--- config.mk ---
export PLATFORM = sky130hd
export DESIGN_NAME = debug_unit
export DESIGN_NICKNAME = d
export VERILOG_FILES = /design/src/rtl/debug_unit.sv
export SDC_FILE = /design/constraint.sdc
export NUM_CORES = 1
export LEC_CHECK = 0
export CORE_AREA = 5 5 196 198
export CTS_BUF_LIST = sky130_fd_sc_hd__clkbuf_2 sky130_fd_sc_hd__clkbuf_4 sky130_fd_sc_hd__clkbuf_8
export DETAILED_ROUTE_END_ITERATION = 6
export DIE_AREA = 0 0 201 203
export SYNTH_ARGS = -nofsm -noshare
export SYNTH_HDL_FRONTEND = slang
export SYNTH_SLANG_ARGS = --single-unit
export TNS_END_PERCENT = 30
--- constraint.sdc ---
create_clock -name i_clk -period 3.51 [get_ports i_clk]
set_input_delay 0.351 -clock i_clk [delete_from_list [all_inputs] [get_ports i_clk]]
set_output_delay 0.351 -clock i_clk [all_outputs]
set_load 0.05 [all_outputs]
--- src/rtl/debug_unit.sv ---
// Host-side debug controller: decodes UART commands, loads imem, runs/steps the pipeline, dumps state over UART.
// Latency: one imem write 1 cycle after the 4th byte of a word; dump sends 1 byte per transmitter handshake.
// Backpressure: a new byte is started only after i_tx_done; RX bytes outside IDLE/LOAD are dropped.
//
// Ports:
//   i_clk, i_reset (async, active-high)
//   i_rx_data/i_rx_done           : byte stream from the UART receiver
//   o_tx_data/o_tx_start/i_tx_done: byte stream to the UART transmitter
//   o_stop                        : 1 freezes the pipeline
//   o_write_instruction_mem, o_instruction_mem_addr/data : imem write port
//   o_r_addr_registers/o_r_addr_data_mem, i_r_data_*     : debug read ports (combinational data)
//   i_IF_ID/i_ID_EX/i_EX_MEM/i_MEM_WB                    : pipeline latch snapshots
//   i_end                                               : pipeline reached HALT
// Optional feature: define DEBUG_LATCH_DUMP_EN to append the four pipeline latches after dmem.
module debug_unit #(
    parameter int DATA_WORDS   = 32,
    parameter int NB_DMEM_ADDR = 5,
    parameter int IMEM_BYTES   = 256,
    parameter int DRAIN_CYCLES = 3,
    parameter int NB_IF_ID     = 64,
    parameter int NB_ID_EX     = 139,
    parameter int NB_EX_MEM    = 76,
    parameter int NB_MEM_WB    = 71
) (
    input  logic                    i_clk,
    input  logic                    i_reset,
    input  logic [7:0]              i_rx_data,
    input  logic                    i_rx_done,
    output logic [7:0]              o_tx_data,
    output logic                    o_tx_start,
    input  logic                    i_tx_done,
    output logic                    o_stop,
    output logic                    o_write_instruction_mem,
    output logic [31:0]             o_instruction_mem_addr,
    output logic [31:0]             o_instruction_mem_data,
    output logic [4:0]              o_r_addr_registers,
    output logic [NB_DMEM_ADDR-1:0] o_r_addr_data_mem,
    input  logic [31:0]             i_r_data_registers,
    input  logic [31:0]             i_r_data_data_mem,
    input  logic [NB_IF_ID-1:0]     i_IF_ID,
    input  logic [NB_ID_EX-1:0]     i_ID_EX,
    input  logic [NB_EX_MEM-1:0]    i_EX_MEM,
    input  logic [NB_MEM_WB-1:0]    i_MEM_WB,
    input  logic                    i_end
);

    // Dump layout in byte indices: regs [0,128), dmem [128,DMEM_END), then optional latches.
    localparam logic [8:0]  REG_END    = 9'd128;
    localparam logic [8:0]  DMEM_END   = 9'(128 + 4 * DATA_WORDS);
    localparam logic [31:0] LAST_ADDR  = 32'(IMEM_BYTES - 4);
    localparam logic [7:0]  DRAIN_LAST = 8'(DRAIN_CYCLES - 1);

`ifdef DEBUG_LATCH_DUMP_EN
    localparam int B_IF_ID  = (NB_IF_ID  + 7) / 8;
    localparam int B_ID_EX  = (NB_ID_EX  + 7) / 8;
    localparam int B_EX_MEM = (NB_EX_MEM + 7) / 8;
    localparam int B_MEM_WB = (NB_MEM_WB + 7) / 8;
    localparam int MAX_AB   = (B_IF_ID  > B_ID_EX)  ? B_IF_ID  : B_ID_EX;
    localparam int MAX_CD   = (B_EX_MEM > B_MEM_WB) ? B_EX_MEM : B_MEM_WB;
    localparam int MAX_B    = (MAX_AB > MAX_CD) ? MAX_AB : MAX_CD;
    localparam int SH_W     = (MAX_B > 4) ? 8 * MAX_B : 32;
    localparam logic [8:0] L_ID_EX  = DMEM_END + 9'(B_IF_ID);
    localparam logic [8:0] L_EX_MEM = L_ID_EX  + 9'(B_ID_EX);
    localparam logic [8:0] TOTAL    = L_EX_MEM + 9'(B_EX_MEM + B_MEM_WB);
`else
    localparam int         SH_W  = 32;
    localparam logic [8:0] TOTAL = DMEM_END;
`endif

    typedef enum logic [3:0] {
        IDLE, LOAD_BYTE, LOAD_WRITE, LOAD_ACK, RUN, DRAIN, STEP,
        DUMP_ADDR, DUMP_SEND, DUMP_WAIT
    } state_t;

    state_t          state_q, state_d;
    logic [31:0]     addr_q, addr_d;
    logic [31:0]     word_q, word_d;
    logic [1:0]      load_cnt_q, load_cnt_d;
    logic            ack_sent_q, ack_sent_d;
    logic [7:0]      drain_q, drain_d;
    logic [8:0]      byte_cnt_q, byte_cnt_d;
    logic [7:0]      item_q, item_d;     // bytes left in the item held in sh_q
    logic [SH_W-1:0] sh_q, sh_d;         // current item, MSB-aligned; top byte is on the wire

    logic            in_regs, in_dmem;
    logic [8:0]      dm_word;

    assign in_regs = (byte_cnt_q < REG_END);
    assign in_dmem = (byte_cnt_q >= REG_END) && (byte_cnt_q < DMEM_END);
    assign dm_word = (byte_cnt_q - REG_END) >> 2;

    // Read addresses follow the byte counter so data is valid while in DUMP_ADDR.
    assign o_r_addr_registers = in_regs ? byte_cnt_q[6:2] : 5'd0;
    assign o_r_addr_data_mem  = in_dmem ? dm_word[NB_DMEM_ADDR-1:0] : '0;

    assign o_stop                  = !((state_q == RUN) || (state_q == DRAIN) || (state_q == STEP));
    assign o_write_instruction_mem = (state_q == LOAD_WRITE);
    assign o_instruction_mem_addr  = addr_q;
    assign o_instruction_mem_data  = word_q;
    assign o_tx_start = (state_q == DUMP_SEND) || ((state_q == LOAD_ACK) && !ack_sent_q);
    assign o_tx_data  = (state_q == LOAD_ACK) ? 8'h4B : sh_q[SH_W-1 -: 8];

`ifndef DEBUG_LATCH_DUMP_EN
    logic unused_latches;
    assign unused_latches = ^{i_IF_ID, i_ID_EX, i_EX_MEM, i_MEM_WB};
`endif
    logic unused_dm_word;
    assign unused_dm_word = ^dm_word;

    always_comb begin
        state_d    = state_q;
        addr_d     = addr_q;
        word_d     = word_q;
        load_cnt_d = load_cnt_q;
        ack_sent_d = ack_sent_q;
        drain_d    = drain_q;
        byte_cnt_d = byte_cnt_q;
        item_d     = item_q;
        sh_d       = sh_q;

        case (state_q)
            IDLE: begin
                byte_cnt_d = '0;
                if (i_rx_done) begin
                    case (i_rx_data)
                        8'h4C: begin
                            state_d    = LOAD_BYTE;
                            addr_d     = '0;
                            load_cnt_d = '0;
                        end
                        8'h53: state_d = STEP;
                        // Already halted: nothing to run, go straight to the dump.
                        8'h43: state_d = i_end ? DUMP_ADDR : RUN;
                        default: ;
                    endcase
                end
            end

            LOAD_BYTE: begin
                if (i_rx_done) begin
                    word_d     = {word_q[23:0], i_rx_data};
                    load_cnt_d = load_cnt_q + 2'd1;
                    if (load_cnt_q == 2'd3) state_d = LOAD_WRITE;
                end
            end

            LOAD_WRITE: begin
                // HALT word or last imem slot ends the load; the address never wraps.
                if ((word_q == 32'hFFFF_FFFF) || (addr_q == LAST_ADDR)) begin
                    state_d    = LOAD_ACK;
                    ack_sent_d = 1'b0;
                end else begin
                    addr_d  = addr_q + 32'd4;
                    state_d = LOAD_BYTE;
                end
            end

            LOAD_ACK: begin
                if (!ack_sent_q)    ack_sent_d = 1'b1;
                else if (i_tx_done) state_d    = IDLE;
            end

            RUN: begin
                if (i_end) begin
                    drain_d = '0;
                    state_d = (DRAIN_CYCLES == 0) ? DUMP_ADDR : DRAIN;
                end
            end

            DRAIN: begin
                if (drain_q == DRAIN_LAST) state_d = DUMP_ADDR;
                else                       drain_d = drain_q + 8'd1;
            end

            STEP: state_d = DUMP_ADDR;

            DUMP_ADDR: begin
                item_d  = 8'd4;
                state_d = DUMP_SEND;
                if (in_regs)
                    sh_d = SH_W'(i_r_data_registers) << (SH_W - 32);
                else if (in_dmem)
                    sh_d = SH_W'(i_r_data_data_mem) << (SH_W - 32);
`ifdef DEBUG_LATCH_DUMP_EN
                // Zero-extend then left-align so the padding lands at the MSB end.
                else if (byte_cnt_q == DMEM_END) begin
                    sh_d   = SH_W'(i_IF_ID) << (SH_W - 8 * B_IF_ID);
                    item_d = 8'(B_IF_ID);
                end else if (byte_cnt_q == L_ID_EX) begin
                    sh_d   = SH_W'(i_ID_EX) << (SH_W - 8 * B_ID_EX);
                    item_d = 8'(B_ID_EX);
                end else if (byte_cnt_q == L_EX_MEM) begin
                    sh_d   = SH_W'(i_EX_MEM) << (SH_W - 8 * B_EX_MEM);
                    item_d = 8'(B_EX_MEM);
                end else begin
                    sh_d   = SH_W'(i_MEM_WB) << (SH_W - 8 * B_MEM_WB);
                    item_d = 8'(B_MEM_WB);
                end
`endif
            end

            DUMP_SEND: state_d = DUMP_WAIT;

            DUMP_WAIT: begin
                if (i_tx_done) begin
                    byte_cnt_d = byte_cnt_q + 9'd1;
                    item_d     = item_q - 8'd1;
                    sh_d       = sh_q << 8;
                    if (byte_cnt_q == TOTAL - 9'd1) begin
                        state_d    = IDLE;
                        byte_cnt_d = '0;
                    end else if (item_q == 8'd1) begin
                        state_d = DUMP_ADDR;
                    end else begin
                        state_d = DUMP_SEND;
                    end
                end
            end

            default: state_d = IDLE;
        endcase
    end

    always_ff @(posedge i_clk or posedge i_reset) begin
        if (i_reset) begin
            state_q    <= IDLE;
            addr_q     <= '0;
            word_q     <= '0;
            load_cnt_q <= '0;
            ack_sent_q <= 1'b0;
            drain_q    <= '0;
            byte_cnt_q <= '0;
            item_q     <= '0;
            sh_q       <= '0;
        end else begin
            state_q    <= state_d;
            addr_q     <= addr_d;
            word_q     <= word_d;
            load_cnt_q <= load_cnt_d;
            ack_sent_q <= ack_sent_d;
            drain_q    <= drain_d;
            byte_cnt_q <= byte_cnt_d;
            item_q     <= item_d;
            sh_q       <= sh_d;
        end
    end

endmodule

Word level (Yosys, flattened, before mapping):

Index checks and enable logic that the tools add are counted.

* add/sub/neg operators: 6
* order comparisons: 3
* equality and inequality tests: 32
* mux-type cells: 39
* reduce and logical (&&, ||, !) cells: 24

Operators by type and width (count)
* 2-to-1 mux 32 bit: 6
* one-hot mux 32 bit (2 select lines): 2
* 2-to-1 mux 4 bit: 10
* one-hot mux 4 bit (10 select lines): 1
* adder 32 x 3 -> 32 bit (second input constant): 1
* equality test 32 bit (second input constant): 1
* equality test 32 x 8 -> 1 bit (second input constant): 1
* 2-to-1 mux 8 bit: 4
* one-hot mux 8 bit (2 select lines): 2
* equality test 8 x 7 -> 1 bit (second input constant): 3
* 2-to-1 mux 9 bit: 2
* inequality test 2 bit (second input constant): 9
* one-hot mux 9 bit (2 select lines): 1
* equality test 4 x 3 -> 1 bit (second input constant): 4
* one-hot mux 4 bit (3 select lines): 1
* nonzero test 2 bit: 6
* 2-to-1 mux 2 bit: 5
* 2-to-1 mux 5 bit: 2
* adder 9 x 1 -> 9 bit (second input constant): 1
* equality test 9 x 8 -> 1 bit (second input constant): 1
* >= comparator 9 x 8 -> 1 bit (second input constant): 1
* < comparator 9 x 8 -> 1 bit (second input constant): 1
* < comparator 9 bit (second input constant): 1
* AND reduction 9 bit: 1
* other kinds (23): 37

* flip-flop bits (word level): 128
* output and inout bits: 85
* logic and storage cells: 113

Depth between registers and ports, before layout:

* depth in word-level cells: 5
* mapped depth: 9

Worst setup path before layout:

OpenSTA, ideal clock, no wires.

* path kind: register -> register
* start point: reg word_q[8] (netlist: o_instruction_mem_data[8])
* end point: reg addr_q[8] (netlist: o_instruction_mem_addr[8])
* arrival time: 2.495 ns
* data required time: 3.391 ns
* setup slack: 0.896 ns
* stages on the path, launching flop included: 10
* period minus slack after synthesis: 2.614 ns
* cells stage by stage: dfrtp_1 nand4_1 or4_1 o32a_1 clkbuf_1 o21ai_2 buf_2 buf_2 nor3_1 o21a_1

* longest elaborated chain between the ends: 4

Ends and longest elaborated chain
* start, declared: RTL line 77 `logic [31:0] word_q, word_d;`
* start signal, assigned: RTL line 238 `word_q <= word_d;`
* equality test 32 bit: RTL line 149 `if ((word_q == 32'hFFFF_FFFF) || (addr_q == LAST_ADDR)) begin`
* logical OR 1 bit: RTL line 149
* inequality test 2 bit (no source line)
* AND reduction 4 bit (no source line)
* end signal, assigned: RTL line 237 `addr_q <= addr_d;`
* end, declared: RTL line 76 `logic [31:0] addr_q, addr_d;`

Every way passes these cells.
A chain may end at the register's enable or synchronous reset.

Worst setup path in the final report:

* start point: reg state_q[0]
* end point: out o_write_instruction_mem

* longest elaborated chain between the ends: 1

Ends and longest elaborated chain
* start, declared: RTL line 75 `state_t state_q, state_d;`
* start signal, assigned: RTL line 236 `state_q <= state_d;`
* equality test 4 x 2 -> 1 bit: RTL line 97 `assign o_write_instruction_mem = (state_q == LOAD_WRITE);`
* end, declared: RTL line 33 `output logic o_write_instruction_mem,`

Every way passes these cells.

==> impl_metrics.toml <==
[clock_tree]
clk_latency_ps = 450
cts_max_level = 4
clock-sinks = 126
post_cts_buffers = 0
clockBufferDepth = 2
path_clk_slew_ps = 90
postCtsHoldBufs = 0
cts-root-buf = "clkbuf_8"
tritoncts.num_buffers = 17
cts_tree = "yes"
cts_resized = 0

[logic_synthesis]
yosysMostFrequentCell = "dfrtp_1"
syn_area_um2 = 6760
yosysSeqAreaShare = 0.466
synthFlopType = "dfrtp_1"
synthDistinctLibCells = 61
synth_common_cells = "126 x dfrtp_1, 105 x nand2_1, 79 x o21ai_0, 70 x a21oi_1, 35 x nor2_1"
netlist.area_leader.share = 0.466
synth_area_leader_cell = "dfrtp_1"
synthArstFlopShare = 1.00
synth_warnings = 0
avgSynthCellArea_um2 = 9.09
synth_edf_count = 0
synthTopCellsByArea = "dfrtp_1 47%, o21ai_0 5.8%, nand2_1 5.8%"
synth-seq-cells = 126
synth_cells = 744

[place]
hpwl_um = 16100
io_buffers = 159
place_area_um2 = 8930
place.gp.congestion = 0.805

[timing]
fin_skew_ps = 15.9
rsz0062_at_grt = "false"
hold_viol = 0
maxSlewHeadroom = 0.381
max_freq_mhz = 341
min_period_over_period = 0.836
period_minus_slack_ps = 2930
max_slew.worst_pin.slew_ps = 928
setup_violations = 0
drv_slew = 0
final.setup.tns_ps = 0

[drt]
viasPerCell = 4.49
routed_wl_um = 22000
drt.antenna.violating_nets = 0
wire_per_inst_um = 16.0
vias = 6187
dr.first_iter.drc_count = 389
drcViolationCount = 0
first_pass_iters = 4

[global_route]
met3_usage = 0.0420
antenna_found_initial = 0
gr-max-usage-layer = "met2"
grt_pass1_vias = 6104
grt_use_met1 = 0.140
grt_usage = 0.106
grt_use_met2 = 0.156
grt_first_pass_wirelength_um = 34600
grt-ovfl-total = 0
grt_max_degree = 76

[floorplan]
io_pins = 512
num_rows = 70
core-area_um2 = 36300
dieArea_um2 = 40800
chipWidth_um = 201
start_util = 0.186
fp.dieH_um = 203

[layout]
final_layout_size_suffix_gt1_frac = 0.119
final_area_um2 = 9360
fillers = 3904
nets = 1332
diodes = 0
syn2layout_area_growth_pct = 38.4

[critical_path]
critPathKind = "reg -> out"
r2r-start = "o_instruction_mem_addr[9]"
endpoint_kind = "output port"
crit_start = "state_q[0]"
cp_data_required_time_ps = 3160
critPathLaunchType = "register"
rrSetupSlack_ps = 610
crit_fanout = 19
critPathArrivalTime_ps = 2580

[power]
p_per_area_nw_per_um2 = 684
p_leak_nw = 3.82
power.total_mw = 6.40
ir_drop_mv = 0.743

[flow_run]
maxCapViolCount = 0

[run_status]
outcome = "complete, no violations"

[worst_hold_path]
hp-class = "in -> async"
## area by class of cell
cell class,instances,area (um2),share of cell area
multi-input cells,556,3380,0.362
clock buffers,17,234,0.0250
flip-flops and latches,126,3150,0.337
inverters,18,71.3,0.00762
well taps,468,586,0.0626
repair buffers,178,1740,0.186
clock inverters,15,195,0.0209
## power breakdown
| group | switching (mW) | leakage [nW] | internal (mW) |
|---|---|---|---|
| clock network | 0.732 | 0.216 | 0.675 |
| registers | 0.375 | 1.66 | 1.85 |
| logic | 1.76 | 1.94 | 1.01 |
| total | 2.86 | 3.82 | 3.54 |
## state kept, by name, indices dropped and copies added, names as in the netlist
register and count:
state_q 4, load_cnt_q 2, ack_sent_q 1, o_instruction_mem_addr 30, sh_q 32, o_instruction_mem_data 32, byte_cnt_q 9, drain_q 8
item_q 8
## placed cells by master (no fill, tap or decap), types with 4 or more instances in the layout
| master | instances |
|---|---|
| nand2_1 | 105 |
| or4_1 | 14 |
| nand4_1 | 17 |
| xnor2_1 | 5 |
| o2111ai_1 | 4 |
| o211ai_1 | 7 |
| o31ai_1 | 23 |
| nand3_1 | 23 |
| o21ai_0 | 79 |
| nor4_1 | 11 |
| and2_1 | 10 |
| buf_4 | 22 |
| inv_8 | 6 |
| inv_6 | 4 |
| clkdlybuf4s50_1 | 155 |
| and3_1 | 8 |
| or3_1 | 12 |
| nor2_1 | 34 |
| ha_1 | 8 |
| nor2b_1 | 8 |
| a21oi_1 | 69 |
| nor3_1 | 11 |
| o21a_1 | 5 |
| dfrtp_1 | 126 |
| mux2i_1 | 11 |
| inv_1 | 17 |
| mux2_2 | 33 |
| xor2_1 | 9 |
| clkbuf_8 | 17 |
| or2_2 | 7 |
## metrics by stage
stage,cells,hold slack [ps],util,setup WS (ps)
after floorplan,745,442,-,896
after global placement,1346,455,0.246,363
after detailed placement,1346,463,0.246,304
after CTS,1378,207,0.258,511
after global routing,1378,229,0.258,420
final,1378,223,0.258,576
## logic make-up after synthesis
| family | after synthesis | synth area share |
|---|---|---|
| AND/OR/NAND/NOR | 280 | 0.212 |
| buffers and inverters | 63 | 0.0379 |
| multiplexers | 44 | 0.0712 |
| other | 1 | 0.000555 |
| AO/OA/AOI/OAI | 208 | 0.179 |
| flip-flops | 126 | 0.466 |
| adder cells (fa/ha/maj) | 8 | 0.0148 |
| XOR/XNOR | 14 | 0.0181 |
## worst paths after layout
path,to,depth (start not counted)
min in group i_clk,sh_q[24],2
min,o_instruction_mem_data[4],2
max,o_write_instruction_mem,6
max in group asynchronous,sh_q[0],3
max reg2reg,o_instruction_mem_addr[9],7
min reg2reg,sh_q[24],2
## worst max-delay path: stages (launching register included)
cell and delay [ps]:
dfrtp_1 380, buf_4 190, inv_1 210, nand3_1 120, buf_4 210, inv_1 110, clkdlybuf4s50_1 900
## per-layer routing
metal	part of all wire	wire [um]	vias up
met4	0.027	590	0
met1	0.46	10100	2993
met3	0.077	1680	26
met2	0.44	9670	162
met5	0	0	-
li1	-	-	3006
Note: power is estimated with default switching activity, not from simulation.
